## src/rtl/elevator_call_scheduler_if.sv

```systemverilog
// Call/request bundle between the button panel, the scheduler and the car controller.
// The slave modport is the scheduler's side; the master modport is the panel/controller side.
interface elevator_call_scheduler_if #(
    parameter int BUTTONS_WIDTH = 8,
    parameter int LEVEL_WIDTH   = 3
);
    logic                     buttons_block;
    logic [BUTTONS_WIDTH-1:0] btn_in;
    logic [BUTTONS_WIDTH-2:0] btn_up_out;
    logic [BUTTONS_WIDTH-2:0] btn_down_out;
    logic [LEVEL_WIDTH-1:0]   level;
    logic                     level_valid;
    logic                     served;

    logic [BUTTONS_WIDTH-1:0] pending_in;
    logic [BUTTONS_WIDTH-2:0] pending_up;
    logic [BUTTONS_WIDTH-2:0] pending_down;
    logic                     direction;
    logic                     req_valid;
    logic [LEVEL_WIDTH-1:0]   req_level;
    logic                     stop_here;
    logic                     idle;

    modport master (
        output buttons_block, btn_in, btn_up_out, btn_down_out, level, level_valid, served,
        input  pending_in, pending_up, pending_down, direction, req_valid, req_level, stop_here, idle
    );

    modport slave (
        input  buttons_block, btn_in, btn_up_out, btn_down_out, level, level_valid, served,
        output pending_in, pending_up, pending_down, direction, req_valid, req_level, stop_here, idle
    );
endinterface

```

## src/rtl/elevator_call_scheduler.sv

```systemverilog
// Directional-collective elevator call scheduler: latches calls, tracks IDLE/UP/DOWN travel.
// Latency: button press visible on pending_* one edge later; targets/stop are combinational from state and level.
// Backpressure: none; buttons_block masks new presses, served pulses clear calls at the aligned floor.
module elevator_call_scheduler #(
    parameter int BUTTONS_WIDTH = 8,
    parameter int LEVEL_WIDTH   = 3
) (
    input  logic                        clock,
    input  logic                        a_reset,
    elevator_call_scheduler_if.slave    bus
);
    typedef enum logic [1:0] {IDLE, UP, DOWN} state_t;

    state_t                   state;
    logic                     dir_q;
    logic [BUTTONS_WIDTH-1:0] pin_q;
    logic [BUTTONS_WIDTH-2:0] pup_q;
    logic [BUTTONS_WIDTH-2:0] pdn_q;

    // Hall calls widened to one bit per floor; missing top-up / bottom-down read 0.
    logic [BUTTONS_WIDTH-1:0] up_full;
    logic [BUTTONS_WIDTH-1:0] dn_full;
    logic [BUTTONS_WIDTH-1:0] any_call;
    assign up_full  = {1'b0, pup_q};
    assign dn_full  = {pdn_q, 1'b0};
    assign any_call = pin_q | up_full | dn_full;

    int   lvl;
    logic in_range;
    logic act;
    assign lvl      = int'(bus.level);
    assign in_range = (lvl < BUTTONS_WIDTH);
    assign act      = bus.level_valid & in_range;

    logic                     above, below;
    logic                     here_in, here_up, here_dn;
    logic [LEVEL_WIDTH-1:0]   lo_above, hi_below;
    logic [BUTTONS_WIDTH-1:0] level_hot;

    always_comb begin
        above     = 1'b0;
        below     = 1'b0;
        here_in   = 1'b0;
        here_up   = 1'b0;
        here_dn   = 1'b0;
        lo_above  = '0;
        hi_below  = '0;
        level_hot = '0;
        // Descending scan so the last hit is the nearest call above.
        for (int i = BUTTONS_WIDTH - 1; i >= 0; i--) begin
            if (in_range && i > lvl && any_call[i]) begin
                above    = 1'b1;
                lo_above = LEVEL_WIDTH'(i);
            end
        end
        for (int i = 0; i < BUTTONS_WIDTH; i++) begin
            if (in_range && i < lvl && any_call[i]) begin
                below    = 1'b1;
                hi_below = LEVEL_WIDTH'(i);
            end
            if (i == lvl) begin
                here_in      = pin_q[i];
                here_up      = up_full[i];
                here_dn      = dn_full[i];
                level_hot[i] = 1'b1;
            end
        end
    end

    logic h_up, h_dn;
    assign h_up = here_in | here_up;
    assign h_dn = here_in | here_dn;

    logic stop_c;
    always_comb begin
        stop_c = 1'b0;
        if (act) begin
            case (state)
                UP:      stop_c = h_up | (!above & here_dn);
                DOWN:    stop_c = h_dn | (!below & here_up);
                IDLE:    stop_c = h_up | h_dn;
                default: stop_c = 1'b0;
            endcase
        end
    end

    // A hall call in the opposite direction is only cleared when the car turns around here.
    logic                     up_clr_en, dn_clr_en;
    logic [BUTTONS_WIDTH-1:0] clr_in, clr_up, clr_dn;
    assign up_clr_en = dir_q | (state == IDLE) | ((state == DOWN) & !below);
    assign dn_clr_en = !dir_q | (state == IDLE) | ((state == UP) & !above);
    assign clr_in    = (bus.served && act) ? level_hot : '0;
    assign clr_up    = clr_in & {BUTTONS_WIDTH{up_clr_en}};
    assign clr_dn    = clr_in & {BUTTONS_WIDTH{dn_clr_en}};

    always_ff @(posedge clock or posedge a_reset) begin
        if (a_reset) begin
            state <= IDLE;
            dir_q <= 1'b1;
            pin_q <= '0;
            pup_q <= '0;
            pdn_q <= '0;
        end else begin
            pin_q <= (pin_q & ~clr_in) | (bus.btn_in & {BUTTONS_WIDTH{~bus.buttons_block}});
            pup_q <= (pup_q & ~clr_up[BUTTONS_WIDTH-2:0])
                   | (bus.btn_up_out & {(BUTTONS_WIDTH-1){~bus.buttons_block}});
            pdn_q <= (pdn_q & ~clr_dn[BUTTONS_WIDTH-1:1])
                   | (bus.btn_down_out & {(BUTTONS_WIDTH-1){~bus.buttons_block}});
            if (act) begin
                case (state)
                    IDLE: begin
                        if (above) begin
                            state <= UP;
                            dir_q <= 1'b1;
                        end else if (below) begin
                            state <= DOWN;
                            dir_q <= 1'b0;
                        end
                    end
                    UP: begin
                        if (!above) begin
                            if (h_dn | below) begin
                                state <= DOWN;
                                dir_q <= 1'b0;
                            end else begin
                                state <= IDLE;
                            end
                        end
                    end
                    DOWN: begin
                        if (!below) begin
                            if (h_up | above) begin
                                state <= UP;
                                dir_q <= 1'b1;
                            end else begin
                                state <= IDLE;
                            end
                        end
                    end
                    default: state <= IDLE;
                endcase
            end
        end
    end

    logic                   req_valid_c;
    logic [LEVEL_WIDTH-1:0] target;
    assign req_valid_c = above | below | stop_c;
    always_comb begin
        case (state)
            UP:      target = above ? lo_above : bus.level;
            DOWN:    target = below ? hi_below : bus.level;
            default: target = bus.level;
        endcase
    end

    assign bus.pending_in   = pin_q;
    assign bus.pending_up   = pup_q;
    assign bus.pending_down = pdn_q;
    assign bus.direction    = dir_q;
    assign bus.stop_here    = stop_c;
    assign bus.req_valid    = req_valid_c;
    assign bus.req_level    = req_valid_c ? target : '0;
    assign bus.idle         = (state == IDLE) && (any_call == '0);
endmodule

```

## src/flat_wrapper.sv

```systemverilog
// flat-port wrapper written by rule: the top's interface ports become plain ports
module elevator_call_scheduler_flat 
#(
    parameter int BUTTONS_WIDTH = 8,
    parameter int LEVEL_WIDTH   = 3
)
  (clock, a_reset, bus_buttons_block, bus_btn_in, bus_btn_up_out, bus_btn_down_out, bus_level, bus_level_valid, bus_served, bus_pending_in, bus_pending_up, bus_pending_down, bus_direction, bus_req_valid, bus_req_level, bus_stop_here, bus_idle);
  elevator_call_scheduler_if #(.BUTTONS_WIDTH(BUTTONS_WIDTH), .LEVEL_WIDTH(LEVEL_WIDTH)) bus_i ();
  input  logic clock;
  input  logic a_reset;
  input wire logic [$bits(bus_i.buttons_block)-1:0] bus_buttons_block;
  input wire logic [$bits(bus_i.btn_in)-1:0] bus_btn_in;
  input wire logic [$bits(bus_i.btn_up_out)-1:0] bus_btn_up_out;
  input wire logic [$bits(bus_i.btn_down_out)-1:0] bus_btn_down_out;
  input wire logic [$bits(bus_i.level)-1:0] bus_level;
  input wire logic [$bits(bus_i.level_valid)-1:0] bus_level_valid;
  input wire logic [$bits(bus_i.served)-1:0] bus_served;
  output wire logic [$bits(bus_i.pending_in)-1:0] bus_pending_in;
  output wire logic [$bits(bus_i.pending_up)-1:0] bus_pending_up;
  output wire logic [$bits(bus_i.pending_down)-1:0] bus_pending_down;
  output wire logic [$bits(bus_i.direction)-1:0] bus_direction;
  output wire logic [$bits(bus_i.req_valid)-1:0] bus_req_valid;
  output wire logic [$bits(bus_i.req_level)-1:0] bus_req_level;
  output wire logic [$bits(bus_i.stop_here)-1:0] bus_stop_here;
  output wire logic [$bits(bus_i.idle)-1:0] bus_idle;
  assign bus_i.buttons_block = bus_buttons_block;
  assign bus_i.btn_in = bus_btn_in;
  assign bus_i.btn_up_out = bus_btn_up_out;
  assign bus_i.btn_down_out = bus_btn_down_out;
  assign bus_i.level = bus_level;
  assign bus_i.level_valid = bus_level_valid;
  assign bus_i.served = bus_served;
  assign bus_pending_in = bus_i.pending_in;
  assign bus_pending_up = bus_i.pending_up;
  assign bus_pending_down = bus_i.pending_down;
  assign bus_direction = bus_i.direction;
  assign bus_req_valid = bus_i.req_valid;
  assign bus_req_level = bus_i.req_level;
  assign bus_stop_here = bus_i.stop_here;
  assign bus_idle = bus_i.idle;
  elevator_call_scheduler #(.BUTTONS_WIDTH(BUTTONS_WIDTH), .LEVEL_WIDTH(LEVEL_WIDTH)) u_core (.clock(clock), .a_reset(a_reset), .bus(bus_i));
endmodule
```

## config.mk

```make
export PLATFORM = sky130hd
export DESIGN_NAME = elevator_call_scheduler_flat
export DESIGN_NICKNAME = d
export VERILOG_FILES = /design/src/rtl/elevator_call_scheduler_if.sv /design/src/rtl/elevator_call_scheduler.sv /design/src/flat_wrapper.sv
export SDC_FILE = /design/constraint.sdc
export NUM_CORES = 1
export LEC_CHECK = 0
export CAP_MARGIN = 20
export CORE_ASPECT_RATIO = 1.1
export CORE_MARGIN = 2
export CORE_UTILIZATION = 30
export DETAILED_ROUTE_END_ITERATION = 8
export PLACE_DENSITY = 0.6
export RECOVER_POWER = 50
export SLEW_MARGIN = 20
export SYNTH_ARGS = -nofsm -noshare
export SYNTH_HDL_FRONTEND = slang
export SYNTH_SLANG_ARGS = --single-unit
```

## constraint.sdc

```tcl
create_clock -name clock -period 2.9 [get_ports clock]
set_input_delay 0.58 -clock clock [delete_from_list [all_inputs] [get_ports clock]]
set_output_delay 0.58 -clock clock [all_outputs]
set_load 0.05 [all_outputs]
```

==> results of run 1 <==
## layout by cell type, fill, tap and decap left out, types with 6 or more instances in the layout
cell type / n
buf_4: 61
o21ai_0: 53
clkdlybuf4s50_1: 43
inv_1: 31
nand2_1: 26
nor2_1: 19
dfrtp_1: 16
buf_6: 10
a21oi_1: 9
dfrtp_2: 8
dlygate4sd3_1: 6
## metal layers
| metal | vias up | global-route usage | wire (um) |
|---|---|---|---|
| li1 | 1198 | - | - |
| met5 | - | 0 | 0 |
| met4 | 0 | 0.0618 | 165 |
| met1 | 1190 | 0.253 | 3220 |
| met3 | 13 | 0.0189 | 297 |
| met2 | 73 | 0.315 | 3710 |
## area by class of cell
type	count	area, sq um	area share
Clock buffer	4	45.0	0.0125
Multi-Input combinational cell	198	1550	0.430
Tap cell	82	103	0.0284
Timing Repair Buffer	130	1150	0.320
Sequential cell	25	637	0.177
Inverter	31	116	0.0323
## path summary, 6_finish.rpt
| path | slack (ns) | cells after the start | end |
|---|---|---|---|
| max | -0.18 | 11 | bus_req_level[0] |
| min | 0.56 | 2 | u_core.state[1]$_DFFE_PP0P_ |
| max reg2reg | 0.25 | 10 | u_core.bus.pending_up[5]$_DFF_PP0_ |
| min reg2reg | 0.56 | 2 | u_core.state[1]$_DFFE_PP0P_ |
| max in group asynchronous | 0.82 | 3 | u_core.bus.pending_in[4]$_DFF_PP0_ |
| min in group asynchronous | 1.19 | 3 | u_core.bus.pending_in[3]$_DFF_PP0_ |
## sequential cells by signal, indices dropped and copies added, names as in the netlist
name,cells
u_core.bus.direction,1
u_core.state,2
u_core.bus.pending_up,7
u_core.bus.pending_down,7
u_core.bus.pending_in,8
## report_power, final
group	leakage [nW]	total [mW]	switching (mW)	internal, mW
Combinational	1.25	1.13	0.683	0.449
Clock	0.0228	0.209	0.111	0.0984
Sequential	0.236	0.471	0.0698	0.402
## what timing repair did
action	4_1_cts	5_1_grt
resized for setup	47	35
setup buffers	9	17
cloned	2	0
endpoints found under the setup margin	20	16
pin swaps	11	15
## through the flow
| stage | utilization | area [sq um] | std cells |
|---|---|---|---|
| 4_1_cts | 0.501 | 3340 | 454 |
| 5_1_grt | 0.541 | 3610 | 470 |
| 6_report | 0.541 | 3610 | 470 |
| 3_5_place_dp | 0.458 | 3060 | 439 |
| 2_1_floorplan | - | 2100 | 265 |
| 3_3_place_gp | 0.458 | 3060 | 439 |
## kinds of logic after synthesis
group	after synthesis
AO/OA/AOI/OAI	102
flip-flops	25
adder cells (fa/ha/maj)	4
buffers and inverters	42
multiplexers	8
AND/OR/NAND/NOR	84
## worst max-delay path, stage by stage
cell and delay, ns:
buf_2 0.14, buf_6 0.15, buf_4 0.15, nor3_1 0.40, a221o_1 0.26, buf_4 0.15
o21ai_2 0.07, a21oi_1 0.14, o21ai_1 0.09, a21oi_1 0.15, buf_4 0.21
## cells in the mapped netlist, types with 4 or more instances
library cell | number | share of area
a21oi_1 | 13 | 0.031
a22oi_1 | 5 | 0.018
buf_1 | 4 | 0.0072
ha_1 | 4 | 0.024
nor3_1 | 5 | 0.012
nor2_1 | 23 | 0.041
nand2_1 | 29 | 0.052
nand3_1 | 6 | 0.014
inv_1 | 31 | 0.056
o21ai_0 | 54 | 0.13
dfrtp_1 | 24 | 0.29
==> flow_summary.yaml, run 1 <==
clock_network:
  clk_latency_ns: 0.27
  root_buffer: "clkbuf_8"
  clock_path_buffers: 2
  clk_pin_slew_ns: 0.09
  cts_tree: "done"
  h-tree-depth: 1
  numCtsBuffers: 3
  cts_hold_buf: 0
  cts.sinks: 25
synth:
  synth-compound-area-share: 0.316
  synth_xor_area_frac: 0
  synth_nets: 299
  synth_top_family_by_area: "compound AO/OA/AOI/OAI gates"
  ys_seq_area_frac: 0.299
  yosys_warnings: 0
  synth.mux.area_fraction: 0.0562
  synth_seq_cells: 25
  syn_area_per_cell_sq_um: 7.90
  syn-cell-area_sq_um: 2090
  synth-main-ff-cell: "dfrtp_1"
  netlist_instances: 265
  synthSimpleGateAreaFrac: 0.218
  synth-edff-count: 0
  synth_fa_ha_area_frac: 0.0239
  async_flop_share: 1.00
  synth.distinct_cells: 53
power_and_ir_drop:
  ir_drop_uv: 561
  power.leakage_nw: 1.51
  finalPower_mw: 1.81
  powerDensity_nw_per_um2: 502
timing:
  fin_ws_ns: -0.178
  period_minus_slack_ns: 3.08
  finalClockSkew_ns: 0.00421
  clock.fmax_mhz: 325
  rsz0062_at_grt: "true"
  worstMarginPinSlew_ns: 1.35
  finalMaxSlewViolations: 0
  setup_viol_count_final: 5
  period_share: 1.06
  tns_ns: -0.565
  hold_viol_final: 0
  maxSlewHeadroom: 0.102
  hold-worst-slack_ns: 0.559
setup_path:
  cp.arrival_ns: 2.50
  crit_type: "in -> out"
  cp-end-kind: "output pin"
  critPathRequiredTime_ns: 2.32
  startpoint: "bus_level[2]"
  start_kind: "input port"
  critPathMaxFanout: 6
  worstReg2RegStart: "u_core.bus.pending_in[3]$_DFF_PP0_"
global_route:
  gr-total-overflow: 0
  grt_max_degree: 26
  grt_pass1_wl_um: 11700
  first_global_vias: 2400
  antenna_found_initial: 0
  grtUsageTotal: 0.188
drt:
  drc_errors: 0
  first_pass_iters: 4
  dr_total_vias: 2474
  wirelength_um: 7390
  wl_per_cell_um: 15.7
  drtIter0Drc: 145
  vias_per_cell: 5.26
  ant_nets: 0
finish:
  fill_cells: 637
  drive_gt1_frac: 0.376
  syn_to_final_growth_pct: 72.3
  fin_nets: 423
  diodes: 0
placement:
  port-buffer-count: 58
  place_ws_ns: -0.697
  dp_hpwl_um: 5450
  routabilityCongestion: 0.918
floorplan:
  start_util: 0.314
  num_rows: 31
  core_area_sq_um: 6670
  die_x_um: 83.6
  die_y_um: 91.6
  die_area_sq_um: 7660
  io_pins: 59
status:
  status: "finished with violations"
  violations: "negative setup slack"
min_path:
  hold_path.class: "reg -> reg"
  worstHoldStart: "u_core.state[1]$_DFFE_PP0P_"
run:
  cap_viol_max_count: 0
Note: power is estimated with default switching activity, not from simulation.
==> run 2: changes to the inputs <==
Settings changed: ABC_AREA from default to 1, PLACE_DENSITY 0.6 to default, PLACE_DENSITY_LB_ADDON from default to 0.12, SKIP_CTS_REPAIR_TIMING from default to 1.
==> flow_summary.yaml, run 2 <==
status:
  status: "finished, final reports clean"
clock_network:
  root_buffer: "clkbuf_8"
  clock_path_buffers: 2
  cts_tree: "done"
  clk_latency_ns: 0.27
  h-tree-depth: 1
  clk_pin_slew_ns: 0.08
  cts.sinks: 25
  numCtsBuffers: 3
synth:
  synth.distinct_cells: 29
  netlist_instances: 335
  ys_top_cells_by_area: "dfrtp_1 29%, nand2_1 15%, inv_1 11%, nor2_1 6.6%, o21ai_0 5.2%"
  synth_top_cell_by_area: "dfrtp_1"
  synth_nets: 369
  async_flop_share: 1.00
  syn_area_per_cell_sq_um: 6.27
  yosys_warnings: 0
  netlist.area_leader.share: 0.286
  synth_seq_cells: 25
  syn-cell-area_sq_um: 2100
  synth-edff-count: 0
  synth_common_cells: "83 x nand2_1, 60 x inv_1, 37 x nor2_1"
  synth_most_common_cell: "nand2_1"
  synth-main-ff-cell: "dfrtp_1"
  ys_seq_area_frac: 0.298
finish:
  largest_reg_flops: 8
  drive_gt1_frac: 0.275
  fill_cells: 722
  syn_to_final_growth_pct: 62.2
  fin_nets: 471
  final_cell_mix: "71 x nand2_1, 60 x inv_1, 43 x clkdlybuf4s50_1"
  diodes: 0
  layout_commonest_cell: "nand2_1"
drt:
  wirelength_um: 6740
  vias_per_cell: 4.72
  first_pass_iters: 4
  dr_total_vias: 2460
  drtIter0Drc: 117
  wl_per_cell_um: 12.9
  drc_errors: 0
  ant_nets: 0
setup_path:
  r2r_cells: 15
  cp-end-kind: "output pin"
  cp.arrival_ns: 2.23
  start_kind: "input port"
  critPathMaxFanout: 5
  critPathRequiredTime_ns: 2.32
  max_stage_delay_ns: 0.18
  path_cells: "buf_2 -> buf_12 -> inv_4 -> nand2_4 -> nor2_4 -> o21ai_2 -> nor2_1 -> nand2_2 -> nor2_2 -> nand2_1 -> nand2_1 -> inv_1 -> nand2_2 -> nand2_4 -> a21oi_4 -> buf_12"
  crit_type: "in -> out"
  cpMaxStageDelayCell: "a21oi_4"
timing:
  finalClockSkew_ns: 0.00618
  setup_viol_count_final: 0
  maxSlewHeadroom: 0.0760
  finalMaxSlewViolations: 0
  hold_viol_final: 0
  clock.fmax_mhz: 356
  worstMarginPinSlew_ns: 1.39
  tns_ns: 0
  period_minus_slack_ns: 2.81
  period_share: 0.967
floorplan:
  die_x_um: 83.8
  io_pins: 59
  num_rows: 32
  die_y_um: 91.8
  core_area_sq_um: 6890
  start_util: 0.305
  die_area_sq_um: 7690
power_and_ir_drop:
  powerDensity_nw_per_um2: 538
  ir_drop_uv: 691
  finalPower_mw: 1.83
  power.leakage_nw: 1.71
global_route:
  grt_pass1_wl_um: 10900
  grtUsageTotal: 0.174
  gr-total-overflow: 0
  antenna_found_initial: 0
  first_global_vias: 2369
  grt_max_degree: 26
min_path:
  hold_depth: 2
  hold_path.class: "reg -> reg"
placement:
  dp_hpwl_um: 5260
  port-buffer-count: 58
  routabilityCongestion: 0.958
run:
  cap_viol_max_count: 0
==> run 2: cells by family after synthesis <==
group / Yosys count / synth area share
buffers and inverters: 74 / 0.143
AOI/OAI and AO/OA: 58 / 0.147
and+or+nand+nor: 174 / 0.388
adders and majority gates: 4 / 0.0238
DFF: 25 / 0.298
==> run 2: power breakdown <==
part / switching [mW] / leakage (nW) / internal [mW]
clock: 0.111 / 0.0228 / 0.0983
combinational: 0.719 / 1.44 / 0.460
sequential: 0.0459 / 0.239 / 0.399
total: 0.876 / 1.71 / 0.957
==> run 2: layout make-up <==
| cell class | instances | area, sq um | area share |
|---|---|---|---|
| multi-input combinational | 236 | 1340 | 0.393 |
| timing repair buffer | 102 | 1020 | 0.300 |
| sequential | 25 | 627 | 0.184 |
| inverter | 69 | 267 | 0.0782 |
| tap | 85 | 106 | 0.0312 |
| clock buffer | 4 | 45.0 | 0.0132 |
==> run 2: worst paths after layout <==
kind	slack, ns	startpoint	end
worst max-delay path	0.09	bus_level[1]	bus_req_level[0]
worst max register to register	0.81	u_core.bus.pending_down[4]$_DFF_PP0_	u_core.state[1]$_DFFE_PP0P_
worst min-delay path	0.49	u_core.bus.direction$_DFFE_PP1P_	u_core.bus.direction$_DFFE_PP1P_
max in group asynchronous	0.88	a_reset	u_core.bus.pending_in[1]$_DFF_PP0_
worst min register to register	0.49	u_core.bus.direction$_DFFE_PP1P_	u_core.bus.direction$_DFFE_PP1P_
min in group asynchronous	1.21	a_reset	u_core.bus.pending_in[6]$_DFF_PP0_
==> run 2: metrics by stage <==
stage / utilization / setup WS, ns / area, sq um / hold slack [ns] / instances
global placement: 0.451 / -0.429 / 3110 / 0.486 / 509
floorplan: - / -0.0365 / 2110 / 0.562 / 335
global route: 0.495 / -0.0161 / 3410 / 0.516 / 521
finish: 0.495 / 0.0943 / 3410 / 0.494 / 521
detailed placement: 0.451 / -0.464 / 3110 / 0.485 / 509
CTS: 0.458 / -0.468 / 3150 / 0.497 / 513
==> run 2: worst max-delay path: cells and delay by family <==
family / cells / cell delay (ns)
simple gates: 9 / 0.85
buf+inv: 5 / 0.55
compound gates: 2 / 0.25
==> run 2: metal layers <==
layer  track usage  routed length (um)
met3        0.0207                 287
met1         0.245                3230
met2         0.286                3150
met5             0                   0
met4        0.0430                  69
==> run 3: changes to the inputs <==
Settings changed: CORE_ASPECT_RATIO 1.1 to 1.25, GPL_TIMING_DRIVEN from default to 0.
==> flow_summary.yaml, run 3 (same netlist as run 2, synthesis figures left out) <==
clock_network:
  cts.sinks: 25
  clk_pin_slew_ns: 0.09
  clk_latency_ns: 0.27
  root_buffer: "clkbuf_8"
  cts_tree: "done"
  h-tree-depth: 1
  clock_path_buffers: 2
  numCtsBuffers: 3
timing:
  maxSlewHeadroom: 0.404
  tns_ns: 0
  finalMaxSlewViolations: 0
  finalClockSkew_ns: 0.00182
  rsz0062_at_grt: "false"
  hold_viol_final: 0
  period_minus_slack_ns: 2.76
  clock.fmax_mhz: 362
  setup_viol_count_final: 0
  hold-worst-slack_ns: 0.494
  period_share: 0.953
  fin_ws_ns: 0.137
  worstMarginPinSlew_ns: 0.889
power_and_ir_drop:
  power.leakage_nw: 1.50
  powerDensity_nw_per_um2: 545
  ir_drop_uv: 395
  finalPower_mw: 1.62
setup_path:
  cpMaxStageDelayCell: "buf_4"
  cp-end-kind: "output pin"
  critical_path_buf_inv_count: 7
  r2r_slack_ns: 1.09
  critPathRequiredTime_ns: 2.32
  max_stage_delay_ns: 0.21
  cp.arrival_ns: 2.18
  path_delay_family: "buffers and inverters"
  critPathMaxFanout: 9
  path_cells: "buf_4 -> buf_8 -> nand2_2 -> inv_2 -> nand2_1 -> nand3_2 -> inv_2 -> nand2_2 -> buf_4 -> nand2_2 -> nor2_1 -> o21ai_1 -> nand2_1 -> inv_1 -> a21oi_1 -> buf_4"
  crit_type: "in -> out"
  start_kind: "input port"
placement:
  dp_hpwl_um: 5150
  routabilityCongestion: 0.871
  port-buffer-count: 57
  place_ws_ns: -0.961
  place_area_sq_um: 2790
  dpl.cell_count: 482
finish:
  largest_reg_flops: 8
  stdcell_area_sq_um: 2980
  diodes: 0
  fin_nets: 444
  drive_gt1_frac: 0.181
  layout_commonest_cell: "nand2_1"
  fin_cells: 499
  fin_util: 0.432
  final_cell_mix: "78 x nand2_1, 59 x inv_1, 46 x clkdlybuf4s50_1"
  syn_to_final_growth_pct: 41.7
global_route:
  gr-total-overflow: 0
  grt_max_degree: 26
  antenna_found_initial: 0
  first_global_vias: 2268
  grt_pass1_wl_um: 10700
  grtUsageTotal: 0.173
floorplan:
  die_x_um: 78.8
  die_area_sq_um: 7690
  io_pins: 59
  num_rows: 34
  core_area_sq_um: 6890
  die_y_um: 97.6
  start_util: 0.305
drt:
  met1_length_um: 2780
  wl_met3_um: 250
  dr_total_vias: 2317
  ant_nets: 0
  vias_per_cell: 4.64
  highest_layer: "met4"
  drtIter0Drc: 57
  first_pass_iters: 5
  wl_met2_um: 3300
  drc_errors: 0
  wl_per_cell_um: 13.0
  wirelength_um: 6510
run:
  cap_viol_max_count: 0
status:
  status: "finished, final reports clean"
min_path:
  hold_path.class: "reg -> reg"
-- run 3: area by class of cell --
type                            instances  area, sq um
Timing Repair Buffer                   70          648
Buffer                                  5         45.0
Multi-Input combinational cell        236         1240
Clock inverter                          1         5.00
Tap cell                               90          113
Inverter                               69          262
Sequential cell                        25          627
Clock buffer                            3         41.3
Fill cell                             791         3920
-- run 3: worst paths after layout --
kind / cells past startpoint / from / endpoint
worst max register to register: 13 / u_core.bus.pending_down[0]$_DFF_PP0_ / u_core.bus.direction$_DFFE_PP1P_
worst min-delay path: 2 / u_core.bus.direction$_DFFE_PP1P_ / u_core.bus.direction$_DFFE_PP1P_
min in group asynchronous: 2 / a_reset / u_core.bus.pending_up[1]$_DFF_PP0_
worst min register to register: 2 / u_core.bus.direction$_DFFE_PP1P_ / u_core.bus.direction$_DFFE_PP1P_
max in group asynchronous: 2 / a_reset / u_core.bus.pending_down[3]$_DFF_PP0_
worst max-delay path: 16 / bus_level[2] / bus_req_level[1]
-- run 3: per-layer routing --
metal,vias up,track usage
li1,1195,-
met3,14,0.0195
met2,59,0.312
met1,1049,0.214
met4,0,0.0504
met5,-,0
-- run 3: report_power, final --
group	internal (mW)	switching [mW]	total, mW
clock	0.0963	0.117	0.214
combinational	0.317	0.645	0.963
sequential	0.399	0.0455	0.445
total	0.813	0.808	1.62
-- run 3: worst min-delay path: stages, from the launching register on --
cell and delay (ns):
dfstp_2 0.40, nand2_1 0.06, nand2_1 0.04
